`src/rtl/tx_scheduler_pkg.sv`:
```
// Shared constants for the transmitter-side blocks: scheduler state encoding
// and the default frame-length / watchdog widths.
package tx_scheduler_pkg;

    localparam int NTW_DEFAULT = 8;
    localparam int WDW_DEFAULT = 10;

    typedef enum logic [1:0] {
        ST_IDLE    = 2'd0,
        ST_GRANT   = 2'd1,
        ST_SEND    = 2'd2,
        ST_RELEASE = 2'd3
    } tx_state_e;

    // Index width for N requesters, never narrower than one bit.
    function automatic int idx_width(input int n);
        return (n > 1) ? $clog2(n) : 1;
    endfunction

endpackage

```
`src/rtl/tx_scheduler_rr_arbiter.sv`:
```
// Round-robin winner selection: the first requester at or after ptr wins.
// Purely combinational; the caller owns the pointer register.
module rr_arbiter
    import tx_scheduler_pkg::*;
#(
    parameter int N  = 4,
    parameter int IW = idx_width(N)
) (
    input  logic [N-1:0]  req,
    input  logic [IW-1:0] ptr,
    output logic          valid,
    output logic [N-1:0]  win_oh,
    output logic [IW-1:0] win_idx
);

    int            cand;
    logic [IW-1:0] cand_idx;

    always_comb begin
        valid    = 1'b0;
        win_oh   = '0;
        win_idx  = '0;
        cand     = 0;
        cand_idx = '0;
        for (int i = 0; i < N; i++) begin
            cand     = (int'(ptr) + i) % N;
            cand_idx = IW'(cand);
            if (!valid && req[cand_idx]) begin
                valid            = 1'b1;
                win_idx          = cand_idx;
                win_oh[cand_idx] = 1'b1;
            end
        end
    end

endmodule

```
`src/rtl/tx_scheduler.sv`:
```
// Shares one serial transmitter among N requesters: round-robin grant,
// frame-length hand-off, watchdog on the transmit phase, ack/err pulses.
module tx_scheduler
    import tx_scheduler_pkg::*;
#(
    parameter int N   = 4,
    parameter int NTW = NTW_DEFAULT,
    parameter int WDW = WDW_DEFAULT
) (
    input  logic           clk,
    input  logic           rst,
    input  logic [N-1:0]   req,
    input  logic [N-1:0]   ser_in,
    input  logic [N*NTW-1:0] nt_in,
    input  logic           tx_done,
    output logic           tx_en,
    output logic [NTW-1:0] tx_nt,
    output logic           tx_ser,
    output logic [N-1:0]   gnt,
    output logic [N-1:0]   ack,
    output logic [N-1:0]   err,
    output logic           busy,
    output logic [1:0]     state_dbg
);

    localparam int IW = idx_width(N);
    // Last watchdog value still allowed in SEND; expiry lands on 2^WDW-1 cycles.
    localparam logic [WDW-1:0] WD_LAST = {{(WDW-1){1'b1}}, 1'b0};

    // Handshake: a requester raises req and holds it until it sees ack or err
    // (one-cycle pulses in the RELEASE cycle); gnt marks the transfer owner.
    // Dropping req while owning the transmitter aborts the frame silently.

    tx_state_e      state_q, state_d;
    logic [IW-1:0]  ptr_q, ptr_d;
    logic [IW-1:0]  win_idx_q, win_idx_d;
    logic [N-1:0]   win_oh_q, win_oh_d;
    logic [NTW-1:0] tx_nt_q, tx_nt_d;
    logic [WDW-1:0] wd_q, wd_d;
    logic [N-1:0]   ack_q, ack_d;
    logic [N-1:0]   err_q, err_d;

    logic           arb_valid;
    logic [N-1:0]   arb_oh;
    logic [IW-1:0]  arb_idx;
    logic [NTW-1:0] nt_sel;
    logic           win_req;

    rr_arbiter #(
        .N  (N),
        .IW (IW)
    ) u_arb (
        .req     (req),
        .ptr     (ptr_q),
        .valid   (arb_valid),
        .win_oh  (arb_oh),
        .win_idx (arb_idx)
    );

    always_comb begin
        nt_sel = '0;
        for (int i = 0; i < N; i++) begin
            if (arb_oh[i]) begin
                nt_sel = nt_in[i*NTW +: NTW];
            end
        end
    end

    assign win_req = |(req & win_oh_q);

    always_comb begin
        state_d   = state_q;
        ptr_d     = ptr_q;
        win_idx_d = win_idx_q;
        win_oh_d  = win_oh_q;
        tx_nt_d   = tx_nt_q;
        wd_d      = '0;
        ack_d     = '0;
        err_d     = '0;
        case (state_q)
            ST_IDLE: begin
                if (arb_valid) begin
                    state_d   = ST_GRANT;
                    win_idx_d = arb_idx;
                    win_oh_d  = arb_oh;
                    tx_nt_d   = nt_sel;
                end
            end
            ST_GRANT: begin
                if (tx_nt_q == '0) begin
                    err_d   = win_oh_q;
                    state_d = ST_RELEASE;
                end else begin
                    state_d = ST_SEND;
                end
            end
            ST_SEND: begin
                wd_d = wd_q + 1'b1;
                // Completion outranks both abort and watchdog expiry.
                if (tx_done) begin
                    ack_d   = win_oh_q;
                    state_d = ST_RELEASE;
                end else if (!win_req) begin
                    state_d = ST_RELEASE;
                end else if (wd_q == WD_LAST) begin
                    err_d   = win_oh_q;
                    state_d = ST_RELEASE;
                end
            end
            ST_RELEASE: begin
                state_d = ST_IDLE;
                ptr_d   = (win_idx_q == IW'(N - 1)) ? '0 : win_idx_q + 1'b1;
            end
            default: begin
                state_d = ST_IDLE;
            end
        endcase
    end

    always_ff @(posedge clk) begin
        if (rst) begin
            state_q   <= ST_IDLE;
            ptr_q     <= '0;
            win_idx_q <= '0;
            win_oh_q  <= '0;
            tx_nt_q   <= '0;
            wd_q      <= '0;
            ack_q     <= '0;
            err_q     <= '0;
        end else begin
            state_q   <= state_d;
            ptr_q     <= ptr_d;
            win_idx_q <= win_idx_d;
            win_oh_q  <= win_oh_d;
            tx_nt_q   <= tx_nt_d;
            wd_q      <= wd_d;
            ack_q     <= ack_d;
            err_q     <= err_d;
        end
    end

    assign gnt       = ((state_q == ST_GRANT) || (state_q == ST_SEND)) ? win_oh_q : '0;
    assign tx_en     = (state_q == ST_SEND);
    assign tx_nt     = tx_nt_q;
    assign tx_ser    = |(ser_in & gnt);
    assign ack       = ack_q;
    assign err       = err_q;
    assign busy      = (state_q != ST_IDLE);
    assign state_dbg = state_q;

    ack_err_excl: assert property (@(posedge clk) disable iff (rst) !((|ack) && (|err)));
    ack_err_oh:   assert property (@(posedge clk) disable iff (rst) $onehot0(ack) && $onehot0(err));

endmodule

```
`config.mk`:
```
export PLATFORM = sky130hd
export DESIGN_NAME = tx_scheduler
export DESIGN_NICKNAME = d
export VERILOG_FILES = /design/src/rtl/tx_scheduler_pkg.sv /design/src/rtl/tx_scheduler_rr_arbiter.sv /design/src/rtl/tx_scheduler.sv
export SDC_FILE = /design/constraint.sdc
export NUM_CORES = 1
export LEC_CHECK = 0
export CELL_PAD_IN_SITES_DETAIL_PLACEMENT = 1
export CELL_PAD_IN_SITES_GLOBAL_PLACEMENT = 1
export CORE_UTILIZATION = 32
export CTS_CLUSTER_SIZE = 8
export DETAILED_ROUTE_END_ITERATION = 6
export PLACE_DENSITY_LB_ADDON = 0.1
export SLEW_MARGIN = 0
export SYNTH_ARGS = -nofsm -noshare
export SYNTH_HDL_FRONTEND = slang
export SYNTH_SLANG_ARGS = --single-unit
```
`constraint.sdc`:
```
create_clock -name clk -period 3.25 [get_ports clk]
set_clock_uncertainty 0.05 [all_clocks]
set_input_delay 0.65 -clock clk [delete_from_list [all_inputs] [get_ports clk]]
set_output_delay 0.65 -clock clk [all_outputs]
set_load 0.01 [all_outputs]
```
# Yosys cells after proc, flatten, opt, wreduce, memory -nomap -nowiden
# Cells that the tools add are included.
[totals]
reg_bits = 36
wordCells = 100
input_bits = 43
[op_classes]
muxes = 45
addsub = 5
reduce_logical = 20
n_lt_le_gt_ge = 8
bitwise = 7
n_eq_ne = 7
[ops]
columns = ["cell", "count"]
rows = [
  ["$mux W4", 9],
  ["$mux W8", 4],
  ["$mux W2", 9],
  ["$mux W1", 13],
  ["$lt A2 B3 Y1 const B", 4],
  ["$or A4 B4 Y4", 3],
  ["$add A10 B1 Y10 const B", 1],
  ["$eq A10 B10 Y1 const B", 1],
  ["$and A4 B4 Y4", 2],
  ["$bmux W1 S2", 4],
  ["$demux W1 S2", 4],
  ["$ge A2 B1 Y1 const B", 4],
  ["$logic_not A8 Y1", 1],
  ["$pmux W2 S4", 1],
  ["$pmux W4 S2", 1],
  ["$reduce_or A4 Y1", 2],
  ["$logic_and A1 B1 Y1", 7],
  ["$eq A2 B2 Y1 const B", 3],
  ["$add A2 B1 Y2 const B", 2],
  ["$add A2 B2 Y2 const B", 2],
  ["$ne A4 B3 Y1 const B", 1],
  ["$reduce_and A2 Y1", 2],
  ["$logic_not A1 Y1", 3],
  ["$reduce_or A3 Y1", 1],
  ["7 further kinds", 8],
]

# Depth between registers and ports, before layout
# Gate-level depths: netlist (run 1).
[depth]
word_depth = 16
ltp_mapped = 11

# Modules after synthesis
# A second synthesis (run 1) with hierarchy kept.
[unflattened]
cells_unflattened = 245
hier_area_um2 = 2142.1
[by_module_without_submodules]
columns = ["mod", "cells_each", "area_each_um2", "instances"]
rows = [
  ["tx_scheduler", 200, 1722.9, 1],
  ["rr_arbiter", 45, 419.2, 1],
]

# Least setup slack after synthesis (run 1)
# OpenSTA, ideal clock, no wires.
[synth_path]
path_kind = "flip-flop to flip-flop"
startpoint = "register ptr_q[1]"
endpoint = "register tx_nt_q[0], in the netlist tx_nt[0]"
stages_incl_launch_ff = 12
slack_ns = 0.074
n_path_buf = 3
arrival_time_ns = 2.995
path_cell_list = "dfxtp_1 -> clkbuf_1 -> inv_1 -> ha_1 -> mux4_2 -> buf_6 -> nand3b_1 -> a21oi_1 -> clkbuf_1 -> nor4_1 -> o311ai_0 -> a21oi_1"
[synth_between]
elab_chain_cells = 16
[synth_lines]
columns = ["element", "line_no", "source"]
rows = [
  ["start, declared", "tx_scheduler.sv:35", "logic [IW-1:0] ptr_q, ptr_d;"],
  ["start signal, assigned", "tx_scheduler.sv:132", "ptr_q <= ptr_d;"],
  ["branches (longest 16 deep; another with $lt A2 B3 Y1)", "--", ""],
  ["end signal, assigned", "tx_scheduler.sv:135", "tx_nt_q <= tx_nt_d;"],
  ["end, declared", "tx_scheduler.sv:38", "logic [NTW-1:0] tx_nt_q, tx_nt_d;"],
]
# Several ways; the timed one is not identified. The select of a mux whose other input is x is not followed.
# A chain may end at the register's enable or synchronous reset.

# Worst setup path after layout (run 1)
[layout_path]
startpoint = "register ptr_q[0]"
endpoint = "register tx_nt_q[5], in the netlist tx_nt[5]"
# Same word-level chain as after synthesis.

==> results of run 1 <==
sequential cells by signal, indices dropped and copies added (netlist names):
register,flops
wd_q,10
ptr_q,2
ack,4
win_idx_q,2
tx_nt,8
err,4
state_dbg,2
win_oh_q,4
worst max-delay path by stage:
| stage | start | end | slack, ns | depth (start not counted) |
|---|---|---|---|---|
| 6_report | ptr_q[0] | tx_nt[5] | 0.16 | 8 |
| 3_3_place_gp | req[2] | tx_nt[5] | -0.13 | 7 |
| 3_5_place_dp | req[2] | tx_nt[5] | -0.15 | 7 |
| 4_1_cts | ptr_q[0] | tx_nt[5] | 0.10 | 8 |
| 5_1_grt | ptr_q[1] | tx_nt[2] | 0.003 | 8 |
| 2_1_floorplan | ptr_q[1] | tx_nt[0] | 0.07 | 11 |
power breakdown:
group / internal, mW / switching, mW / leakage, nW
registers: 0.551 / 0.113 / 0.294
logic: 0.717 / 0.689 / 0.933
clock network: 0.150 / 0.180 / 0.0479
total: 1.42 / 0.982 / 1.27
logic make-up after synthesis:
family | count (synthesis)
DFF | 36
adders and majority gates | 15
xor gates and xnor gates | 6
and+or+nand+nor | 106
buffers and inverters | 23
AOI/OAI and AO/OA | 75
muxes | 9
synthesized netlist by cell type (4+ instances only):
cell type | count | share of area
sky130_fd_sc_hd__ha_1 | 15 | 0.078
sky130_fd_sc_hd__buf_6 | 4 | 0.019
sky130_fd_sc_hd__o311ai_0 | 9 | 0.033
sky130_fd_sc_hd__nor4_1 | 9 | 0.023
sky130_fd_sc_hd__nor3_1 | 6 | 0.013
sky130_fd_sc_hd__inv_1 | 10 | 0.016
sky130_fd_sc_hd__o21ai_0 | 5 | 0.010
sky130_fd_sc_hd__nor3b_1 | 9 | 0.028
sky130_fd_sc_hd__a211oi_1 | 10 | 0.031
sky130_fd_sc_hd__a21oi_1 | 18 | 0.038
sky130_fd_sc_hd__dfxtp_1 | 36 | 0.30
sky130_fd_sc_hd__nor2_1 | 21 | 0.033
sky130_fd_sc_hd__xor2_1 | 5 | 0.018
sky130_fd_sc_hd__a22o_1 | 4 | 0.015
sky130_fd_sc_hd__and3_1 | 6 | 0.016
sky130_fd_sc_hd__or2_2 | 9 | 0.023
sky130_fd_sc_hd__a2111oi_0 | 8 | 0.029
sky130_fd_sc_hd__clkbuf_1 | 7 | 0.011
sky130_fd_sc_hd__nand2_1 | 13 | 0.020
sky130_fd_sc_hd__and2_1 | 8 | 0.021
sky130_fd_sc_hd__o21a_1 | 8 | 0.025
sky130_fd_sc_hd__nand3_1 | 6 | 0.013
per-stage QoR:
stage	util	hold WS (ns)	setup WS, ns
floorplan	-	0.390	0.0737
global placement	0.458	0.407	-0.128
detailed placement	0.458	0.413	-0.146
CTS	0.470	0.424	0.102
global route	0.471	0.441	0.00348
finish	0.471	0.418	0.160
cell type report:
type / instances / area share
Clock inverter: 3 / 0.00550
Sequential cell: 36 / 0.211
Tap cell: 99 / 0.0363
Multi-Input combinational cell: 211 / 0.456
Clock buffer: 5 / 0.0202
Timing Repair Buffer: 89 / 0.260
Inverter: 10 / 0.0110
metal layers:
layer	GRT usage	share of wire
met1	0.278	0.48
met2	0.341	0.48
met3	0.0326	0.031
met4	0.0396	0.0085
met5	0	0
repair_timing:
item                                    in CTS  in global routing
endpoints found under the setup margin       0                  3
buffers inserted                             0                  0
endpoints found under the hold margin        0                  0
resized for setup                            0                  4
worst max-delay path, delay by kind of cell (launching register included):
| family | cells | cell delay, ns |
|---|---|---|
| compound gates | 4 | 1.32 |
| buf+inv | 2 | 0.27 |
| fa+ha+maj | 1 | 0.41 |
| mux | 1 | 0.58 |
| flops | 1 | 0.34 |
==> results.py, run 1 <==
metrics = {
    "status": {
        "run_status": "finished clean",
    },
    "grt": {
        "grt.overflow.total": 0,
        "grt_start_max_net_pins": 18,
        "grt_pass1_vias": 2410,
        "grt.total_usage": 0.204,
        "antenna_found_initial": 0,
        "grt_pass1_wl_um": 12300,
    },
    "synth": {
        "mapped_nets": 328,
        "muxShareOfSynthArea": 0.0611,
        "synthesis.area_per_instance_um2": 8.88,
        "yosys.area_share.adder": 0.0783,
        "ys_warn_count": 0,
        "synth_seq_cells": 36,
        "synth_area_um2": 2400,
        "dominant_combinational_cell_family_by_area_after_synthesis": "simple AND/OR/NAND/NOR gates",
        "post_synth_xor_area_fraction": 0.0219,
        "complex_gate_fraction_of_the_synthesized_area": 0.228,
        "synth_enable_flop_cells": 0,
        "synth-seq-area-share": 0.301,
        "async_reset_ff_frac": 0,
        "synth_top_flop_cell": "sky130_fd_sc_hd__dfxtp_1",
        "postSynthCellCount": 270,
        "synth.distinct_cells": 51,
        "post_synth_and_or_nand_nor_area_fraction": 0.259,
    },
    "clock_tree": {
        "clk_latency_ns": 0.30,
        "depth_of_the_cts_h_tree": 2,
        "clock_sinks": 36,
        "cts_root_buf": "sky130_fd_sc_hd__clkbuf_8",
        "cts_buffer_depth": 2,
        "tritoncts_clock_tree": "done",
        "clk_pin_slew_worst_paths_ns": 0.08,
        "cts-hold-fix-buffers": 0,
        "numCtsBuffers": 5,
    },
    "timing": {
        "min_period_ns": 3.09,
        "worst_pin_slew_ns": 0.510,
        "slew_headroom": 0.659,
        "hold_viol": 0,
        "grt_setup_unrepaired": "no",
        "final.period_utilization": 0.951,
        "final_sum_of_negative_setup_slack_ns": 0,
        "setup_viol_count_final": 0,
        "slew_violations": 0,
        "maxClockFrequency_mhz": 324,
    },
    "final_layout": {
        "diodes_inserted": 0,
        "layout.filler_cells": 858,
        "fin_area_um2": 3410,
        "layout-area-overhead-vs-synth_pct": 42.4,
        "mostFrequentLayoutCells": "sky130_fd_sc_hd__clkdlybuf4s50_1 (67), sky130_fd_sc_hd__dfxtp_1 (36), sky130_fd_sc_hd__nor2_1 (21), sky130_fd_sc_hd__a21oi_1 (18), sky130_fd_sc_hd__buf_4 (18)",
        "layout-drive-gt1-share": 0.138,
        "mostFrequentLayoutCell": "sky130_fd_sc_hd__clkdlybuf4s50_1",
        "register_area_um2": 721,
        "multi_input_comb_area_um2": 1560,
        "stdcell_count": 453,
        "num-nets-final": 411,
    },
    "setup_path": {
        "timing.critical_path.to_type": "flip-flop",
        "cp_max_fo": 11,
        "timing.setup.critical_path_class": "reg -> reg",
        "timing.critical_path.arrival_ns": 3.21,
        "r2r_slack_ns": 0.16,
        "worst_r2r_startpoint": "ptr_q[0]",
        "worst_path_cell_chain": "inv_1, ha_1, mux4_2, buf_12, a221o_1, a22o_1, a2111oi_1, a21oi_1",
        "rr_endpoint": "tx_nt[5]",
        "r2r_cells": 8,
        "critical_path.startpoint_type": "flip-flop",
        "required_ns": 3.37,
        "cpMaxStageDelayCell": "sky130_fd_sc_hd__mux4_2",
        "cp_slowest_stage_delay_ns": 0.58,
    },
    "run": {
        "max_cap_viol_count": 0,
    },
    "power": {
        "power.leakage_nw": 1.27,
        "design_power_total_mw": 2.40,
        "power_density_nw_per_um2": 703,
        "irDropWorstVdd_uv": 267,
    },
    "drt": {
        "avgViaCountPerCell": 5.28,
        "drt.antenna.violating_nets": 0,
        "drt_iter0_markers": 79,
        "wirelength_um": 7560,
        "vias": 2390,
        "detail_route.first_pass.iterations": 4,
        "route.detailed.drc": 0,
        "post_drt_wl_per_cell_um": 16.7,
    },
    "die": {
        "pin_count": 68,
        "floorplan.die_area_um2": 7840,
        "area_of_the_core_um2": 7250,
        "fp.dieW_um": 88.6,
        "rows": 31,
        "floorplan.initialDensity": 0.331,
        "die_h_um": 88.6,
    },
    "min_path": {
        "hold_end": "win_idx_q[1]",
        "min_delay_path_depth": 2,
        "worst_hold_path_type": "reg -> reg",
        "min_from": "win_idx_q[1]",
    },
    "placement": {
        "post_dp_cell_area_um2": 3320,
        "io_buffer_count": 67,
        "globalplace.congestion": 0.819,
        "dpl_hpwl_um": 5820,
        "place.detailed.instances": 445,
    },
}
No activity file was read; power rests on OpenSTA's default activity.
==> run 2, diff against run 1 <==
- CORE_UTILIZATION: 32 -> 35
- MAX_ROUTING_LAYER: not set -> met4
- clock period: 3.25 -> 3.2 ns (I/O delays scaled with it)
==> run 2 against run 1 <==
  * Critical path type unchanged
  * Utilization rose by 5.6 points
  * First-iteration DRC count up 33%
  * Highest routed layer unchanged
  * The run now ends with DRC left
  * Critical path depth increased by 1
  * Setup slack got worse by 0.032 ns
==> results.py, run 2 (synthesis results as in run 1) <==
metrics = {
    "timing": {
        "slew_headroom": 0.723,
        "final.period_utilization": 0.960,
        "holdWs_ns": 0.419,
        "hold_viol": 0,
        "grt_setup_unrepaired": "yes",
        "slew_violations": 0,
        "setup_viol_count_final": 0,
        "maxClockFrequency_mhz": 326,
        "min_period_ns": 3.07,
        "worst_pin_slew_ns": 0.405,
    },
    "setup_path": {
        "timing.critical_path.arrival_ns": 3.19,
        "r2r_slack_ns": 0.13,
        "required_ns": 3.31,
        "cp_max_fo": 8,
        "r2r_cells": 9,
        "timing.critical_path.to_type": "flip-flop",
        "crit_path_start": "ptr_q[1]",
        "rr_endpoint": "tx_nt[6]",
        "worst_r2r_startpoint": "ptr_q[1]",
        "critical_path.startpoint_type": "flip-flop",
        "timing.setup.critical_path_class": "reg -> reg",
    },
    "grt": {
        "antenna_found_initial": 0,
        "grt.total_usage": 0.219,
        "grt_start_max_net_pins": 21,
        "grt.overflow.total": 0,
        "grt_pass1_vias": 2515,
        "grt_pass1_wl_um": 12300,
    },
    "placement": {
        "globalplace.congestion": 0.843,
        "dpl_hpwl_um": 5740,
        "post_dp_cell_area_um2": 3310,
        "io_buffer_count": 67,
        "place.detailed.instances": 428,
    },
    "power": {
        "design_power_total_mw": 2.47,
        "power.leakage_nw": 1.30,
        "power_density_nw_per_um2": 723,
        "irDropWorstVdd_uv": 426,
    },
    "final_layout": {
        "layout-area-overhead-vs-synth_pct": 42.7,
        "multi_input_comb_area_um2": 1560,
        "register_area_um2": 721,
        "largest_register": "wd_q",
        "mostFrequentLayoutCells": "sky130_fd_sc_hd__clkdlybuf4s50_1 (67), sky130_fd_sc_hd__dfxtp_1 (36), sky130_fd_sc_hd__buf_4 (25), sky130_fd_sc_hd__nor2_1 (21), sky130_fd_sc_hd__a21oi_1 (18)",
        "diodes_inserted": 0,
        "largest_register_ffs": 10,
        "layout-drive-gt1-share": 0.150,
        "mostFrequentLayoutCell": "sky130_fd_sc_hd__clkdlybuf4s50_1",
        "stdcell_count": 436,
        "layout.filler_cells": 748,
        "num-nets-final": 416,
        "fin_area_um2": 3420,
    },
    "drt": {
        "detail_route.first_pass.iterations": 6,
        "post_drt_wl_per_cell_um": 16.7,
        "wirelength_um": 7290,
        "avgViaCountPerCell": 5.48,
        "drt_iter0_markers": 105,
        "vias": 2391,
        "drt.antenna.violating_nets": 0,
        "route.detailed.drc": 4,
    },
    "clock_tree": {
        "cts_buffer_depth": 2,
        "clock_sinks": 36,
        "numCtsBuffers": 5,
        "depth_of_the_cts_h_tree": 2,
        "cts_root_buf": "sky130_fd_sc_hd__clkbuf_8",
        "clk_pin_slew_worst_paths_ns": 0.07,
        "cts-hold-fix-buffers": 0,
        "clk_latency_ns": 0.29,
        "tritoncts_clock_tree": "done",
    },
    "die": {
        "rows": 29,
        "pin_count": 68,
        "floorplan.initialDensity": 0.369,
        "area_of_the_core_um2": 6490,
        "die_h_um": 84.8,
        "floorplan.die_area_um2": 7180,
        "fp.dieW_um": 84.8,
    },
    "run": {
        "max_cap_viol_count": 0,
    },
    "min_path": {
        "worst_hold_path_type": "reg -> reg",
        "min_from": "win_idx_q[1]",
        "min_delay_path_depth": 2,
        "hold_end": "win_idx_q[1]",
    },
    "status": {
        "run_status": "finished with violations",
        "violations": "DRC",
    },
}
==> run 2: cell count changes in the layout (fill, tap and decap cells not counted), sizes merged <==
cell	previous run	this run
buf	22	27
clkinv	3	1
bufinv	0	1
clkbuf	5	6
==> run 2: final cells by class <==
class                           instances  area share
Sequential cell                        36       0.211
Multi-Input combinational cell        211       0.456
Clock inverter                          2      0.0102
Inverter                               10      0.0110
Tap cell                               77      0.0282
Clock buffer                            6      0.0212
Timing Repair Buffer                   94       0.263
==> run 2: per-layer routing <==
layer | GRT usage | vias to the layer above | wire (um)
met5 | - | - | 0
met4 | 0.0447 | 0 | 63
met3 | 0.0324 | 6 | 191
met2 | 0.346 | 46 | 3380
met1 | 0.298 | 1137 | 3660
li1 | - | 1202 | -
==> run 2: report_power, final <==
part / internal, mW / total (mW) / switching, mW / leakage [nW]
registers: 0.560 / 0.663 / 0.103 / 0.294
logic: 0.721 / 1.42 / 0.697 / 0.950
clock network: 0.231 / 0.393 / 0.162 / 0.0552
==> run 2: metrics by stage <==
| stage | TNS, ns | setup WS (ns) | utilization |
|---|---|---|---|
| 2_1_floorplan | 0 | 0.0237 | - |
| 3_3_place_gp | -0.173 | -0.0608 | 0.509 |
| 3_5_place_dp | -1.06 | -0.156 | 0.509 |
| 4_1_cts | 0 | 0.0843 | 0.526 |
| 5_1_grt | -0.00688 | -0.00453 | 0.527 |
| 6_report | 0 | 0.128 | 0.527 |
==> run 2: worst max-delay path by stage <==
stage                     depth (start not counted)  slack (ns)       end
after global placement                            7       -0.06  tx_nt[3]
after floorplan                                  11        0.02  tx_nt[0]
after global routing                              8      -0.005  tx_nt[1]
final                                             9        0.13  tx_nt[6]
after CTS                                         8        0.08  tx_nt[3]
after detailed placement                          8       -0.16  tx_nt[6]
==> run 2: repair_timing <==
item,4_1_cts,5_1_grt
buffers inserted,0,0
resized for setup,0,4
endpoints found under the setup margin,0,7
endpoints found under the hold margin,0,0
==> run 2: critical path: stages, from the launching register on <==
cell and delay (ns):
sky130_fd_sc_hd__dfxtp_1 0.36, sky130_fd_sc_hd__inv_1 0.09, sky130_fd_sc_hd__ha_2 0.40, sky130_fd_sc_hd__mux4_2 0.57
sky130_fd_sc_hd__or4b_1 0.60, sky130_fd_sc_hd__buf_4 0.21, sky130_fd_sc_hd__nor3b_1 0.19, sky130_fd_sc_hd__nor4_1 0.09
sky130_fd_sc_hd__o311ai_0 0.34, sky130_fd_sc_hd__a21oi_1 0.08
